[src/rtl/alu_arb_pkg.sv]
// Shared definitions for the ALU arbiter slice.
//   - arb_state_e : arbiter FSM states (IDLE, EXEC, RESP)
//   - ALU_W/OP_W  : ALU datapath and opcode widths
//   - ALU_OP_*    : opcode encoding understood by alu64bit
package alu_arb_pkg;

    localparam int ALU_W = 64;
    localparam int OP_W  = 2;

    localparam logic [OP_W-1:0] ALU_OP_ADD = 2'b00;  // s = a + b + cin
    localparam logic [OP_W-1:0] ALU_OP_SUB = 2'b01;  // s = a + ~b + cin (cin=1 for a-b)
    localparam logic [OP_W-1:0] ALU_OP_AND = 2'b10;  // s = a & b, cout = 0
    localparam logic [OP_W-1:0] ALU_OP_XOR = 2'b11;  // s = a ^ b, cout = 0

    typedef enum logic [1:0] {
        IDLE = 2'b00,
        EXEC = 2'b01,
        RESP = 2'b10
    } arb_state_e;

endpackage

[src/rtl/alu64bit.sv]
// 64-bit combinational ALU shared by the arbiter clients.
// Ports:
//   a, b  : operands
//   cin   : carry in (used by ADD/SUB)
//   op    : operation, see ALU_OP_* in alu_arb_pkg
//   s     : result
//   cout  : carry out (ADD/SUB only, 0 for logic ops)
module alu64bit (
    input  logic [63:0] a,
    input  logic [63:0] b,
    input  logic        cin,
    input  logic [1:0]  op,
    output logic [63:0] s,
    output logic        cout
);

    logic [64:0] sum_s;
    logic [63:0] b_eff_s;

    // Operand b is inverted for subtraction so both arithmetic ops share one adder.
    always_comb begin
        b_eff_s = (op == 2'b01) ? ~b : b;
        sum_s   = {1'b0, a} + {1'b0, b_eff_s} + {64'd0, cin};
    end

    // Result select.
    always_comb begin
        s    = 64'd0;
        cout = 1'b0;
        case (op)
            2'b00, 2'b01: begin
                s    = sum_s[63:0];
                cout = sum_s[64];
            end
            2'b10: begin
                s    = a & b;
                cout = 1'b0;
            end
            2'b11: begin
                s    = a ^ b;
                cout = 1'b0;
            end
            default: begin
                s    = 64'd0;
                cout = 1'b0;
            end
        endcase
    end

endmodule

[src/rtl/rr_arbiter.sv]
// Combinational N-way round-robin picker.
// Ports:
//   req   : request vector
//   ptr   : index with highest priority this round
//   mask  : eligibility mask (all ones when no lock is active)
//   grant : one-hot grant, zero when nothing is eligible
//   idx   : binary index of the granted requester (0 when none)
//   any   : at least one eligible request
module rr_arbiter #(
    parameter int N    = 2,
    parameter int ID_W = $clog2(N)
) (
    input  logic [N-1:0]    req,
    input  logic [ID_W-1:0] ptr,
    input  logic [N-1:0]    mask,
    output logic [N-1:0]    grant,
    output logic [ID_W-1:0] idx,
    output logic            any
);

    logic [N-1:0] eff_s;
    logic [N-1:0] ge_mask_s;
    logic [N-1:0] cand_hi_s;
    logic [N-1:0] pick_s;

    // Requesters at or above the pointer are preferred; if none of those are
    // eligible the search wraps and the lowest eligible index wins. Isolating
    // the lowest set bit (x & -x) gives the one-hot grant directly.
    always_comb begin
        eff_s = req & mask;
        for (int i = 0; i < N; i++) begin
            ge_mask_s[i] = (ID_W'(i) >= ptr);
        end
        cand_hi_s = eff_s & ge_mask_s;
        pick_s    = (cand_hi_s != {N{1'b0}}) ? cand_hi_s : eff_s;
        grant     = pick_s & (~pick_s + N'(1));
        any       = (eff_s != {N{1'b0}});
    end

    // One-hot to binary conversion of the grant.
    always_comb begin
        idx = {ID_W{1'b0}};
        for (int i = 0; i < N; i++) begin
            idx = idx | ({ID_W{grant[i]}} & ID_W'(i));
        end
    end

endmodule

[src/rtl/alu_arbiter.sv]
// Round-robin arbiter sharing one alu64bit between N_REQ requesters.
// One operation in flight: IDLE (arbitrate/accept) -> EXEC (ALU runs on the
// operand registers) -> RESP (hold result until rsp_ready).
// Optional feature macro: ALU_ARB_CHAIN_EN adds req_chain, a lock that keeps
// the grant with one requester and feeds its stored carry into the next op.
// Ports:
//   clk, rst_n            : clock, asynchronous active-low reset
//   req_valid/req_ready   : per-requester request handshake (ready one-hot)
//   req_a, req_b          : packed 64-bit operands, requester i at [64i+63:64i]
//   req_cin, req_op       : carry in, packed 2-bit opcode
//   req_chain             : chain request (ALU_ARB_CHAIN_EN only)
//   rsp_valid/rsp_ready   : shared response handshake
//   rsp_id, rsp_s, rsp_cout : owner index, ALU result, carry out
module alu_arbiter
    import alu_arb_pkg::*;
#(
    parameter int N_REQ = 2
) (
    input  logic                       clk,
    input  logic                       rst_n,
    input  logic [N_REQ-1:0]           req_valid,
    output logic [N_REQ-1:0]           req_ready,
    input  logic [N_REQ*ALU_W-1:0]     req_a,
    input  logic [N_REQ*ALU_W-1:0]     req_b,
    input  logic [N_REQ-1:0]           req_cin,
    input  logic [N_REQ*OP_W-1:0]      req_op,
`ifdef ALU_ARB_CHAIN_EN
    input  logic [N_REQ-1:0]           req_chain,
`endif
    output logic                       rsp_valid,
    input  logic                       rsp_ready,
    output logic [$clog2(N_REQ)-1:0]   rsp_id,
    output logic [ALU_W-1:0]           rsp_s,
    output logic                       rsp_cout
);

    localparam int ID_W = $clog2(N_REQ);

    arb_state_e        state_r, state_s;
    logic [ID_W-1:0]   rr_ptr_r;
    logic [ID_W-1:0]   win_idx_s;
    logic [N_REQ-1:0]  grant_s;
    logic [N_REQ-1:0]  lock_mask_s;
    logic              any_s;
    logic              handshake_s;

    logic [ALU_W-1:0]  a_sel_s, b_sel_s;
    logic [OP_W-1:0]   op_sel_s;
    logic              raw_cin_s, cin_sel_s;

    logic [ALU_W-1:0]  a_r, b_r;
    logic [OP_W-1:0]   op_r;
    logic              cin_r;
    logic [ID_W-1:0]   id_r;

    logic [ALU_W-1:0]  rsp_s_r;
    logic              rsp_cout_r;
    logic [ID_W-1:0]   rsp_id_r;

    logic [ALU_W-1:0]  alu_s_s;
    logic              alu_cout_s;

`ifdef ALU_ARB_CHAIN_EN
    logic              lock_r;
    logic [ID_W-1:0]   lock_id_r;
    logic              carry_r;
    logic              chain_sel_s;
`endif

    // Pointer advance with explicit wrap so non-power-of-two N_REQ works.
    function automatic logic [ID_W-1:0] ptr_next(input logic [ID_W-1:0] p);
        if (p == ID_W'(N_REQ - 1)) begin
            ptr_next = {ID_W{1'b0}};
        end else begin
            ptr_next = p + ID_W'(1);
        end
    endfunction

`ifdef ALU_ARB_CHAIN_EN
    // While locked, only the lock owner is eligible for a grant.
    always_comb begin
        for (int i = 0; i < N_REQ; i++) begin
            lock_mask_s[i] = !lock_r || (lock_id_r == ID_W'(i));
        end
    end
`else
    // Without chaining every requester is always eligible.
    always_comb begin
        lock_mask_s = {N_REQ{1'b1}};
    end
`endif

    rr_arbiter #(
        .N    (N_REQ),
        .ID_W (ID_W)
    ) u_rr_arbiter (
        .req   (req_valid),
        .ptr   (rr_ptr_r),
        .mask  (lock_mask_s),
        .grant (grant_s),
        .idx   (win_idx_s),
        .any   (any_s)
    );

    // Ready is only offered in IDLE; gating with rst_n keeps it low during reset.
    always_comb begin
        req_ready   = grant_s & {N_REQ{(state_r == IDLE) && rst_n}};
        handshake_s = (state_r == IDLE) && any_s;
    end

    // AND-OR mux of the winner's payload using the one-hot grant.
    always_comb begin
        a_sel_s   = {ALU_W{1'b0}};
        b_sel_s   = {ALU_W{1'b0}};
        op_sel_s  = {OP_W{1'b0}};
        raw_cin_s = 1'b0;
        for (int i = 0; i < N_REQ; i++) begin
            a_sel_s   = a_sel_s  | ({ALU_W{grant_s[i]}} & req_a[i*ALU_W +: ALU_W]);
            b_sel_s   = b_sel_s  | ({ALU_W{grant_s[i]}} & req_b[i*ALU_W +: ALU_W]);
            op_sel_s  = op_sel_s | ({OP_W{grant_s[i]}}  & req_op[i*OP_W +: OP_W]);
            raw_cin_s = raw_cin_s | (grant_s[i] & req_cin[i]);
        end
    end

`ifdef ALU_ARB_CHAIN_EN
    // A locked requester continues its chain with the stored carry.
    always_comb begin
        chain_sel_s = |(grant_s & req_chain);
        cin_sel_s   = lock_r ? carry_r : raw_cin_s;
    end
`else
    // Carry in comes straight from the granted requester.
    always_comb begin
        cin_sel_s = raw_cin_s;
    end
`endif

    alu64bit u_alu (
        .a    (a_r),
        .b    (b_r),
        .cin  (cin_r),
        .op   (op_r),
        .s    (alu_s_s),
        .cout (alu_cout_s)
    );

    // FSM next-state logic.
    always_comb begin
        state_s = state_r;
        case (state_r)
            IDLE:    state_s = handshake_s ? EXEC : IDLE;
            EXEC:    state_s = RESP;
            RESP:    state_s = rsp_ready ? IDLE : RESP;
            default: state_s = IDLE;
        endcase
    end

    // FSM state register.
    always_ff @(posedge clk or negedge rst_n) begin
        if (!rst_n) begin
            state_r <= IDLE;
        end else begin
            state_r <= state_s;
        end
    end

    // Operand capture, result registers and round-robin pointer.
    always_ff @(posedge clk or negedge rst_n) begin
        if (!rst_n) begin
            a_r        <= {ALU_W{1'b0}};
            b_r        <= {ALU_W{1'b0}};
            op_r       <= {OP_W{1'b0}};
            cin_r      <= 1'b0;
            id_r       <= {ID_W{1'b0}};
            rsp_s_r    <= {ALU_W{1'b0}};
            rsp_cout_r <= 1'b0;
            rsp_id_r   <= {ID_W{1'b0}};
            rr_ptr_r   <= {ID_W{1'b0}};
        end else begin
            if (handshake_s) begin
                a_r   <= a_sel_s;
                b_r   <= b_sel_s;
                op_r  <= op_sel_s;
                cin_r <= cin_sel_s;
                id_r  <= win_idx_s;
            end
            if (state_r == EXEC) begin
                rsp_s_r    <= alu_s_s;
                rsp_cout_r <= alu_cout_s;
                rsp_id_r   <= id_r;
            end
            if ((state_r == RESP) && rsp_ready) begin
                rr_ptr_r <= ptr_next(rsp_id_r);
            end
        end
    end

`ifdef ALU_ARB_CHAIN_EN
    // Lock follows the chain bit of each accepted op; a chain=0 op releases it.
    // Arbitration only happens in IDLE, so releasing at accept is equivalent
    // to releasing after that op completes.
    always_ff @(posedge clk or negedge rst_n) begin
        if (!rst_n) begin
            lock_r    <= 1'b0;
            lock_id_r <= {ID_W{1'b0}};
            carry_r   <= 1'b0;
        end else begin
            if (handshake_s) begin
                lock_r    <= chain_sel_s;
                lock_id_r <= win_idx_s;
            end
            if (state_r == EXEC) begin
                carry_r <= alu_cout_s;
            end
        end
    end
`endif

    // Response outputs come straight from registers.
    always_comb begin
        rsp_valid = (state_r == RESP);
        rsp_s     = rsp_s_r;
        rsp_cout  = rsp_cout_r;
        rsp_id    = rsp_id_r;
    end

endmodule

[config.mk]
export PLATFORM = sky130hd
export DESIGN_NAME = alu_arbiter
export DESIGN_NICKNAME = d
export VERILOG_FILES = /design/src/rtl/alu_arb_pkg.sv /design/src/rtl/alu64bit.sv /design/src/rtl/rr_arbiter.sv /design/src/rtl/alu_arbiter.sv
export SDC_FILE = /design/constraint.sdc
export NUM_CORES = 1
export LEC_CHECK = 0
export ABC_CLOCK_PERIOD_IN_PS = 5100
export CORE_UTILIZATION = 51
export DETAILED_ROUTE_END_ITERATION = 6
export GPL_TIMING_DRIVEN = 0
export PLACE_DENSITY = 0.81
export SETUP_SLACK_MARGIN = 0.4
export SYNTH_ARGS = -nofsm -noshare
export SYNTH_HDL_FRONTEND = slang
export SYNTH_SLANG_ARGS = --single-unit
[constraint.sdc]
create_clock -name clk -period 5.1 [get_ports clk]
set_input_delay 0.765 -clock clk [delete_from_list [all_inputs] [get_ports clk]]
set_output_delay 0.765 -clock clk [all_outputs]
set_load 0.05 [all_outputs]
==> impl_metrics.csv, run 1 <==
group,metric,value,unit
global_routing,first_global_vias,14000,
placed_design,gp_congestion,0.935,
setup_path,crit_arrival,5.03,ns
floorplanning,die_height,170,um
placed_design,port-buffer-count,335,
setup_path,path_max_fanout,10,
clocking,path_clk_slew,0.06,ns
clocking,cts_buffer_depth,3,
floorplanning,die-area,28800,um2
synthesis,synth-edff-count,0,
global_routing,grt_pass1_wl,75900,um
synthesis,synth-main-ff-cell,"dfrtp_1",
route,dr.pass1.iters,7,
global_routing,grt_usage,34.2,%
timing,period_needed,4.58,ns
cells_and_area,stdcell_area,19000,um2
setup_path,cp_common_cell,"o21ai_1",
synthesis,yosysMostFrequentCell,"dfrtp_1",
route,vias,14100,
cells_and_area,syn_to_final_growth,32.4,%
timing,slew_violations,0,
clocking,htreeDepth,1,
placed_design,placed_cells,2306,
setup_path,worstPathCellList,"clkbuf_2 > nand2b_1 > buf_2 > xor2_1 > fa_1 > fa_1 > nor2b_1 > o31ai_2 > a31oi_2 > a31oi_2 > o41ai_4 > a41o_2 > a21boi_1 > o21ai_1 > xor2_1 > o21ai_1 > o21ai_1",
synthesis,yosys.area.top_type,"dfrtp_1",
synthesis,syn_avg_cell_area,9.01,um2
synthesis,synth_seq_cells,201,
route,drtIter0Drc,1449,
route,wl_per_cell,21.3,um
floorplanning,rows,61,
floorplanning,die_w,170,um
synthesis,ys_types,62,
setup_path,worstSetupEndpointType,"register",
route,avgViaCountPerCell,6.01,
timing,fin_skew,0.0216,ns
global_routing,grt_start_max_net_pins,113,
placed_design,dpl.hpwl,38400,um
floorplanning,start_util,51.8,%
global_routing,antenna_found_initial,0,
hold_path,hp-class,"in2async",
timing,fin_crit_sh,89.8,%
setup_path,required,5.55,ns
clocking,cts_tree,"done",
flow_run,drv_cap,0,
clocking,cts_buffers,22,
timing,finalHoldViolCount,0,
floorplanning,ioPinCount,336,
synthesis,syn_nets,1988,
synthesis,synth_warnings,0,
synthesis,syn-instance-count,1592,
clocking,insertion_delay,0.53,ns
placed_design,dpl_cell_area,18200,um2
clocking,cts_root_buffer,"clkbuf_16",
setup_path,cp_slowest_cell,"o41ai_4",
setup_path,worstSetupPathType,"reg2reg",
clocking,cts_sinks,201,
run_status,status,"finished, final reports clean",
synthesis,synth_area,14300,um2
global_routing,overflow,0,
setup_path,cpPeakStageDelay,0.49,ns
synthesis,yosysSeqAreaShare,35.1,%
setup_path,crit_path_start_kind,"register",
synthesis,yosysTopAreaCellShare,35.1,%
route,drc,0,
floorplanning,core-area,27700,um2
cells_and_area,stdcell_count,2345,
timing,finalSetupViolCount,0,
synthesis,synth_area_leaders,"dfrtp_1 35%, ha_1 11%, a222oi_1 7.7%, xnor2_1 6.0%, nand2_1 4.6%",
timing,worst_pin_slew,1.27,ns
route,drtAntennaViolNets,0,
cells_and_area,fill_cells,2266,
cells_and_area,num-nets-final,2349,
cells_and_area,final_layout_size_suffix_gt1_share,4.78,%
route,routed_wl,50000,um
synthesis,synth_common_cells,"201 x dfrtp_1, 177 x nand2_1, 129 x inv_1, 127 x ha_1, 111 x o21ai_0",
timing,maxSlewHeadroom,15.5,%
synthesis,async_flop_share,100,%
timing,clock.fmax,0.218,GHz
timing,rsz0062_at_grt,"no",
path summary, 6_finish.rpt:
path	slack, ns	depth (start not counted)	end	from
worst min-delay path	0.29	1	a_r[10]	rst_n
worst min register to register	0.48	2	rsp_s[16]	rsp_s[16]
max in group asynchronous	3.89	2	b_r[25]	rst_n
min in group clk	0.48	2	rsp_s[16]	rsp_s[16]
worst max register to register	0.52	17	rsp_s[60]	op_r[1]
worst max-delay path	0.52	17	rsp_s[60]	op_r[1]
stage by stage:
stage	TNS [ns]	hold WS (ns)	utilization (%)	setup slack (ns)
global route	0	0.353	68.5	0.414
CTS	0	0.338	68.4	0.478
global placement	-989.43	0.461	65.6	-4.91
finish	0	0.287	68.5	0.521
floorplan	0	0.439	-	1.17
detailed placement	-0.719	0.463	65.7	-0.226
state kept, by name, indices dropped and copies added (netlist names), 2 cells and up:
signal,cells
state_r,2
rsp_s,64
b_r,64
op_r,2
a_r,64
repair_timing:
item,4_1_cts,5_1_grt
buffers inserted,0,1
hold buffers,0,0
setup endpoints to repair,33,11
pin swaps,0,2
gates resized for setup,6,11
cell type report:
class / count / area, um2 / area share, %
tap: 378 / 473 / 2.49
clock buffer: 34 / 667 / 3.51
multi-input combinational: 1142 / 8380 / 44.2
antenna: 1 / 2.50 / 0.0132
inverter: 131 / 492 / 2.59
timing repair buffer: 337 / 3390 / 17.9
clock inverter: 3 / 65.1 / 0.343
sequential: 201 / 5030 / 26.5
buffer: 118 / 482 / 2.54
critical path, delay by kind of cell (launching register included):
family,cells,cell delay (ns)
AO/OA/AOI/OAI,9,2.02
XOR/XNOR,2,0.38
adder cells (fa/ha/maj),2,0.88
buffers and inverters,2,0.45
flip-flops,1,0.37
AND/OR/NAND/NOR,2,0.41
placed cells by master, fill, tap and decap left out, drive strengths merged, types with 8 or more instances in the layout:
master / count
xor2: 24
mux2i: 52
a31oi: 16
o21ai: 127
nor2: 59
buf: 26
o221ai: 17
o21a: 8
nand3: 10
clkbuf: 129
and3: 27
nor3: 13
xnor2: 99
mux2: 15
o21bai: 14
dfrtp: 201
inv: 131
nand2: 177
a222oi: 110
ha: 127
nand2b: 9
nand4: 23
clkdlybuf4s50: 334
a21o: 40
a21oi: 110
kinds of logic after synthesis:
| family | after synthesis | share of synthesized area [%] |
|---|---|---|
| adders and majority gates | 129 | 11.4 |
| buffers and inverters | 249 | 6.69 |
| xor gates and xnor gates | 123 | 7.51 |
| muxes | 67 | 4.81 |
| and+or+nand+nor | 336 | 10.4 |
| DFF | 201 | 35.1 |
| AOI/OAI and AO/OA | 487 | 24.1 |
per-layer routing:
| layer | track usage [%] | vias up | routed length, um |
|---|---|---|---|
| met4 | 13.8 | 0 | 2010 |
| met2 | 58.6 | 605 | 23900 |
| met1 | 43.2 | 6834 | 20800 |
| met3 | 4.94 | 105 | 3380 |
| li1 | - | 6540 | - |
| met5 | 0 | - | 0 |
Power of run 1 is not shown: default switching activity piles up to over one toggle a cycle in this logic, so the estimate is an artifact.
==> run 2, diff against run 1 <==
ABC_CLOCK_PERIOD_IN_PS = not set   (was 5100)
GPL_TIMING_DRIVEN = not set   (was 0)
==> run 2 against run 1 <==
Compared with the run above:
- the run now ends with design-rule violations left
- critical path depth decreased by 2
- design area decreased by 2.0%
- cell count decreased by 4.3%
==> impl_metrics.csv, run 2 (synthesized netlist as in run 1, its figures left out) <==
group,metric,value,unit
timing,worst_pin_slew,1.29,ns
setup_path,worstSetupEndpointType,"register",
clocking,insertion_delay,0.53,ns
hold_path,hp-class,"in2async",
setup_path,crit_arrival,4.43,ns
route,drtAntennaViolNets,0,
cells_and_area,syn_to_final_growth,29.8,%
route,vias,13300,
setup_path,required,5.46,ns
timing,maxSlewHeadroom,14.2,%
cells_and_area,final_common_cell,"clkdlybuf4s50_1",
global_routing,antenna_found_initial,1,
global_routing,first_global_vias,13100,
cells_and_area,final_cell_mix,"334 x clkdlybuf4s50_1, 199 x dfrtp_1, 177 x nand2_1, 129 x inv_1, 127 x ha_1",
clocking,cts_root_buffer,"clkbuf_16",
clocking,path_clk_slew,0.06,ns
clocking,cts_buffers,23,
cells_and_area,stdcell_area,18600,um2
clocking,cts_tree,"done",
timing,clock.fmax,0.246,GHz
route,drc,6,
cells_and_area,num-nets-final,2248,
timing,fin_crit_sh,79.8,%
timing,worst_slack,1.03,ns
timing,fin_skew,0.0186,ns
clocking,cts_sinks,201,
floorplanning,start_util,51.8,%
cells_and_area,regArea,5030,um2
global_routing,grt_start_max_net_pins,112,
timing,whs,0.225,ns
timing,fin_tns_setup,0,ns
setup_path,path_max_fanout,26,
clocking,hold_buffers,0,
placed_design,place_ws,1.08,ns
global_routing,grt_usage,29.1,%
setup_path,worstSetupPathType,"reg2reg",
placed_design,gp_congestion,0.973,
route,wl_per_cell,19.1,um
run_status,violations,"design-rule violations",
timing,finalHoldViolCount,0,
placed_design,dpl_cell_area,17900,um2
route,avgViaCountPerCell,5.93,
timing,slew_violations,0,
floorplanning,die-area,28800,um2
floorplanning,core-area,27700,um2
placed_design,dpl.hpwl,32400,um
floorplanning,rows,61,
clocking,cts_buffer_depth,3,
clocking,postCtsSetupBuffers,0,
timing,rsz0062_at_grt,"no",
clocking,cts-resized-gates,0,
cells_and_area,multi_input_area,8390,um2
clocking,htreeDepth,1,
floorplanning,die_height,170,um
route,drtIter0Drc,1222,
route,routed_wl,42900,um
timing,period_needed,4.07,ns
cells_and_area,final_layout_size_suffix_gt1_share,5.36,%
route,dr.pass1.iters,7,
floorplanning,ioPinCount,336,
timing,finalSetupViolCount,0,
placed_design,port-buffer-count,335,
setup_path,crit_path_start_kind,"register",
global_routing,overflow,0,
cells_and_area,antenna_cells,0,
flow_run,drv_cap,0,
floorplanning,die_w,170,um
global_routing,grt_pass1_wl,67400,um
run_status,status,"complete, but fails checks",
cells_and_area,fill_cells,2221,
run 2: path summary, 6_finish.rpt:
kind | start | end | slack (ns) | cells after the start
worst min register to register | id_r | id_r | 0.48 | 1
worst min-delay path | rst_n | a_r[9] | 0.22 | 1
min in group clk | id_r | id_r | 0.48 | 1
max in group asynchronous | rst_n | a_r[32] | 3.63 | 2
worst max register to register | op_r[0] | rsp_s[63] | 1.03 | 15
worst max-delay path | op_r[0] | rsp_s[63] | 1.03 | 15
run 2: cell type report:
class                           count  share of cell area (%)
Sequential cell                   201                    27.1
Tap cell                          378                    2.54
Clock inverter                     10                   0.531
Clock buffer                       30                    3.39
Inverter                          131                    2.64
Timing Repair Buffer              353                    18.8
Multi-Input combinational cell   1142                    45.1
run 2: routing by layer:
layer | GRT usage, % | wire length (um) | share of wire [%] | vias to the layer above
met1 | 37.3 | 18300 | 43 | 6377
met4 | 8.15 | 1050 | 2.5 | 2
met5 | 0 | 9 | 0.021 | -
met3 | 5.04 | 2990 | 7.0 | 75
met2 | 50.1 | 20500 | 48 | 502
li1 | - | - | - | 6354
run 2: metrics by stage:
stage,instances,utilization (%)
3_5_place_dp,2205,64.5
2_1_floorplan,1592,-
5_1_grt,2245,67.2
3_3_place_gp,2205,64.5
6_report,2245,67.2
4_1_cts,2245,67.2
run 2: critical path, stage by stage, from the launching register on:
cell	delay (ns)
dfrtp_4	0.48
nand2b_4	0.17
buf_4	0.42
xnor2_1	0.12
ha_1	0.41
a21oi_2	0.19
o21ai_1	0.11
a221oi_1	0.35
a21oi_1	0.13
a211oi_2	0.38
o21a_1	0.24
o21bai_2	0.10
a31o_4	0.28
a31o_1	0.23
mux2i_1	0.16
o211ai_1	0.10
Power of run 2 is left out for the same reason.
